==> src/rtl/kontakt_anforderung.sv <==
// kontakt_anforderung
//   Conditions the raw vehicle-contact pins of the traffic-light controller into
//   clean, held requests for the phase FSM. Each channel is independent:
//   2-FF synchronizer -> debounce counter -> registered rising-edge detect ->
//   request latch with acknowledge and sticky overflow flag.
//
// Ports
//   CLK          in   1          system clock (clk_100mhz from the pll)
//   reset        in   1          asynchronous, active-low; 0 = in reset
//   kontakt      in   N_KONTAKT  raw asynchronous contact pins
//   anf_ack      in   N_KONTAKT  1-cycle pulse from the controller: request consumed
//   belegt       out  N_KONTAKT  debounced level, 1 = vehicle present
//   anforderung  out  N_KONTAKT  pending request, held until acknowledged
//   ueberlauf    out  N_KONTAKT  sticky: a new request arrived while one was pending
//
// Request/acknowledge handshake (per channel):
//   anforderung acts as "valid" and stays high until the controller returns a
//   one-cycle anf_ack. A debounced rise seen in the same cycle as anf_ack wins,
//   so the request stays set and ueberlauf clears. A rise while a request is
//   still pending and unacknowledged sets ueberlauf. anf_ack without a pending
//   request is ignored.

module kontakt_anforderung #(
  parameter int N_KONTAKT       = 2,
  parameter int DEBOUNCE_CYCLES = 1_000_000,
  parameter int ACTIVE_HIGH     = 1
) (
  input  logic                 CLK,
  input  logic                 reset,
  input  logic [N_KONTAKT-1:0] kontakt,
  input  logic [N_KONTAKT-1:0] anf_ack,
  output logic [N_KONTAKT-1:0] belegt,
  output logic [N_KONTAKT-1:0] anforderung,
  output logic [N_KONTAKT-1:0] ueberlauf
);

  localparam int CW = $clog2(DEBOUNCE_CYCLES + 1);
  localparam logic [CW-1:0] CNT_LAST = CW'(DEBOUNCE_CYCLES - 1);

  // Normalized level: 1 always means "vehicle present" from here on, so the
  // synchronizer reset value 0 is the inactive level for either pin polarity.
  logic [N_KONTAKT-1:0] lvl;
  logic [N_KONTAKT-1:0] s1;
  logic [N_KONTAKT-1:0] s2;
  logic [N_KONTAKT-1:0] belegt_d;
  logic [N_KONTAKT-1:0] rise;
  logic [CW-1:0]        cnt [N_KONTAKT];

  assign lvl  = (ACTIVE_HIGH != 0) ? kontakt : ~kontakt;
  assign rise = belegt & ~belegt_d;

  // Two-stage synchronizer for the asynchronous pins.
  always_ff @(posedge CLK or negedge reset) begin
    if (!reset) begin
      s1 <= '0;
      s2 <= '0;
    end else begin
      s1 <= lvl;
      s2 <= s1;
    end
  end

  // Debounce: belegt follows s2 only after s2 has differed from it for
  // DEBOUNCE_CYCLES consecutive cycles. Any return to agreement restarts the count.
  always_ff @(posedge CLK or negedge reset) begin
    if (!reset) begin
      belegt <= '0;
      for (int i = 0; i < N_KONTAKT; i++) begin
        cnt[i] <= '0;
      end
    end else begin
      for (int i = 0; i < N_KONTAKT; i++) begin
        if (s2[i] == belegt[i]) begin
          cnt[i] <= '0;
        end else if (cnt[i] == CNT_LAST) begin
          belegt[i] <= s2[i];
          cnt[i]    <= '0;
        end else begin
          cnt[i] <= cnt[i] + CW'(1);
        end
      end
    end
  end

  // Delayed copy of belegt for the rising-edge detect. Reset to 0 so a contact
  // already active at reset release is still seen as a rise.
  always_ff @(posedge CLK or negedge reset) begin
    if (!reset) begin
      belegt_d <= '0;
    end else begin
      belegt_d <= belegt;
    end
  end

  // Request latch and sticky overflow flag.
  always_ff @(posedge CLK or negedge reset) begin
    if (!reset) begin
      anforderung <= '0;
      ueberlauf   <= '0;
    end else begin
      for (int i = 0; i < N_KONTAKT; i++) begin
        if (rise[i]) begin
          anforderung[i] <= 1'b1;
          if (anf_ack[i]) begin
            ueberlauf[i] <= 1'b0;
          end else if (anforderung[i]) begin
            ueberlauf[i] <= 1'b1;
          end
        end else if (anf_ack[i] && anforderung[i]) begin
          anforderung[i] <= 1'b0;
          ueberlauf[i]   <= 1'b0;
        end
      end
    end
  end

endmodule

==> config.mk <==
export PLATFORM = sky130hd
export DESIGN_NAME = kontakt_anforderung
export DESIGN_NICKNAME = d
export VERILOG_FILES = /design/src/rtl/kontakt_anforderung.sv
export SDC_FILE = /design/constraint.sdc
export NUM_CORES = 1
export LEC_CHECK = 0
export BUFFER_PORTS_ARGS = -buffer_cell sky130_fd_sc_hd__buf_2
export CAP_MARGIN = 20
export CORE_UTILIZATION = 29
export DETAILED_ROUTE_END_ITERATION = 8
export GPL_ROUTABILITY_DRIVEN = 0
export HOLD_SLACK_MARGIN = 0.1
export PLACE_DENSITY = 0.53
export SYNTH_ARGS = -nofsm -noshare
export SYNTH_HDL_FRONTEND = slang
export SYNTH_SLANG_ARGS = --single-unit
export TNS_END_PERCENT = 5
==> constraint.sdc <==
create_clock -name CLK -period 4.1 [get_ports CLK]
set_clock_uncertainty 0.1 [all_clocks]
set_input_delay 0 -clock CLK [delete_from_list [all_inputs] [get_ports CLK]]
set_output_delay 0 -clock CLK [all_outputs]
set_load 0.05 [all_outputs]
==> impl_metrics.py <==
metrics = {
    "cts": {
        "htreeDepth": 2,
        "numCtsBuffers": 5,
        "cts_tree": "built",
        "clkTransAtPathRegs_ps": 100,
        "clk_latency_ps": 300,
        "postCtsSetupRepairBufs": 0,
        "ctsLongestPathBuffers": 2,
        "clock_sink_count": 52,
        "cts-root-buf": "clkbuf_8",
        "ctsResizeCount": 0,
    },
    "worst_setup_path": {
        "r2r_setup_slack_ps": 1950,
        "crit_buf_inv": 1,
        "endpoint_kind": "register",
        "slowest_delay_ps": 700,
        "critical_path.top_delay_family": "compound AO/OA/AOI/OAI gates",
        "worstPathRequired_ps": 4180,
        "worstReg2RegEnd": "cnt[39]",
        "path_class": "register to register",
        "cpMaxStageDelayCell": "o31ai_2",
        "cp_num_cells": 5,
        "path_cells": "and3_1 -> nand3_1 -> o31ai_2 -> buf_4 -> a21oi_1",
        "r2r_start": "cnt[23]",
        "r2r.worst_path.cells": 5,
        "critPathLaunchType": "register",
        "cp_max_fo": 11,
        "arrival_ps": 2230,
    },
    "global_routing": {
        "grt_pass1_vias": 1740,
        "grt_max_degree": 53,
        "grtUsageTotal_pct": 11.6,
        "grt_overflow_total": 0,
        "grt_first_pass_wirelength_mm": 8.26,
        "antenna_found_initial": 0,
    },
    "timing": {
        "finalHoldViolCount": 0,
        "timing.fmax_ghz": 0.465,
        "hold_ws_ps": 235,
        "tightestPinTransition_ps": 728,
        "final.setup.worst_slack_ps": 1950,
        "slew_headroom_pct": 51.2,
        "rsz0062_at_grt": "false",
        "fin_crit_ps": 2150,
        "tns_ps": 0,
        "setup_violations": 0,
        "slew_viol_final": 0,
        "finalCritPeriodShare_pct": 52.4,
    },
    "logic_synthesis": {
        "syn_area_um2": 2480,
        "yosys.area_share.adder_pct": 1.01,
        "synth_top_family_by_area": "simple AND/OR/NAND/NOR gates",
        "synth_edf_count": 0,
        "synth_cells": 242,
        "ys_warn_count": 0,
        "ys_seq_elements": 52,
        "syn_nets": 250,
        "ys_seq_area_share_pct": 52.5,
        "synthSimpleGateAreaFrac_pct": 27.1,
        "synthArstFlopShare_pct": 100,
        "synth_compound_area_share_pct": 6.76,
        "ys_types": 39,
        "synth_xor_area_share_pct": 9.54,
        "synth_ff_type": "dfrtp_1",
        "avgSynthCellArea_um2": 10.2,
        "muxShareOfSynthArea_pct": 0.908,
    },
    "layout": {
        "layout-drive-gt1-share_pct": 14.1,
        "antenna_cells": 0,
        "final_net_count": 270,
        "area_growth_pct": 14.5,
        "design_area_um2": 2840,
    },
    "routing": {
        "ant_nets": 0,
        "vias_per_cell": 4.99,
        "firstDrtPassIters": 4,
        "routed_wl_mm": 4.73,
        "wl_per_cell_um": 12.9,
        "drtIter0Drc": 103,
        "dr_total_vias": 1838,
        "drcViolationCount": 0,
    },
    "floorplan": {
        "num_rows": 33,
        "io_pins": 12,
        "die_w_um": 94.5,
        "initial_core_util_pct": 30.0,
        "dieArea_um2": 8930,
        "coreArea_um2": 8260,
        "die_h_um": 94.5,
    },
    "power_and_ir_drop": {
        "power.density_nw_per_um2": 333,
        "ir_worst_vdd_v": 0.000124,
        "p_leak_uw": 0.00119,
    },
    "min_path": {
        "hold_path.class": "primary input to async pin",
    },
    "placement": {
        "dpl_cell_area_um2": 2660,
        "post-place-ws_ps": 1970,
        "place.port_buffers": 11,
        "hpwlAfterDp_mm": 3.24,
    },
    "run_status": {
        "status": "finished, final reports clean",
    },
    "job": {
        "cap_violations": 0,
    },
}
area by class of cell:
type                    instances  area [µm²]
multi-input cells             179        1130
clock buffers                   7        96.3
flip-flops and latches         52        1300
fillers                       855        5420
repair buffers                 19         128
well taps                     105         131
clock inverters                 1        30.0
inverters                       5        18.8
repair_timing:
action / CTS / global route
hold buffers: 5 / 0
hold endpoints to repair: 58 / 0
setup endpoints to repair: 0 / 0
cells in the final DEF (no fill, tap or decap), types with 4 or more instances in the layout:
cell / n
dfrtp_1: 52
nor2_1: 31
nand3_1: 16
nand2_1: 16
xor2_1: 14
xnor2_1: 13
buf_2: 11
nand4_1: 10
a21oi_1: 10
o21ai_0: 8
nor3_1: 7
clkbuf_8: 7
nor4_1: 5
inv_1: 5
o31ai_1: 5
dlygate4sd3_1: 5
and3_1: 4
or4_1: 4
or3_1: 4
nand2b_1: 4
logic make-up (layout without fill, tap and decap cells):
logic type,after synthesis,in the layout
fa+ha+maj,2,2
compound gates,28,28
xor+xnor,27,27
mux,2,2
buf+inv,11,32
simple gates,120,120
flops,52,52
worst reg2reg max path, delay by kind of cell, from the launching register on:
| family | cells | cell delay, ps |
|---|---|---|
| AO/OA/AOI/OAI | 2 | 770 |
| flip-flops | 1 | 440 |
| AND/OR/NAND/NOR | 2 | 410 |
| buffers and inverters | 1 | 310 |
registers in the layout, summed over array words and instances, names as in the netlist:
name	count
anforderung	2
ueberlauf	2
s2	2
belegt_d	2
s1	2
belegt	2
cnt	40
cells in the mapped netlist, drive strengths merged (5+ instances only):
| cell | count | area (µm²) |
|---|---|---|
| or3 | 5 | 32.5 |
| nand2 | 16 | 60.1 |
| a21oi | 11 | 58.8 |
| and3 | 8 | 58.8 |
| xor2 | 14 | 123 |
| nor4 | 5 | 31.3 |
| or4 | 5 | 41.3 |
| nand3 | 17 | 90.1 |
| xnor2 | 13 | 114 |
| nand4 | 12 | 96.3 |
| nor2 | 31 | 116 |
| dfrtp | 52 | 1300 |
| o21ai | 8 | 40.0 |
| buf | 5 | 27.5 |
| o31ai | 7 | 52.6 |
| nor3 | 7 | 35.0 |
| inv | 5 | 18.8 |
per-stage QoR:
stage | std cells | utilization (%) | total power, µW
CTS | 368 | 34.4 | 957
finish | 368 | 34.4 | 947
global placement | 355 | 32.3 | 568
global route | 368 | 34.4 | 979
detailed placement | 355 | 32.3 | 569
floorplan | 242 | - | 549
power breakdown:
| part | switching (µW) | internal, µW |
|---|---|---|
| combinational | 22.8 | 12.6 |
| clock | 171 | 216 |
| sequential | 6.15 | 519 |
worst max path at each step:
stage             from       to  slack (ps)
2_1_floorplan   cnt[0]  cnt[18]        2390
3_3_place_gp   cnt[11]   cnt[9]        2030
3_5_place_dp   cnt[28]  cnt[37]        1970
4_1_cts        cnt[23]  cnt[39]        1940
5_1_grt        cnt[20]  cnt[39]        1770
6_report       cnt[23]  cnt[39]        1950
routing by layer:
metal | vias to the layer above | share of wire, % | track usage (%)
met5 | - | 0 | 0
met3 | 2 | 3.0 | 1.69
met2 | 37 | 43 | 18.0
met4 | 0 | 0.97 | 3.79
met1 | 897 | 53 | 16.5
li1 | 902 | - | -
Note: power is estimated with default switching activity, not from simulation.
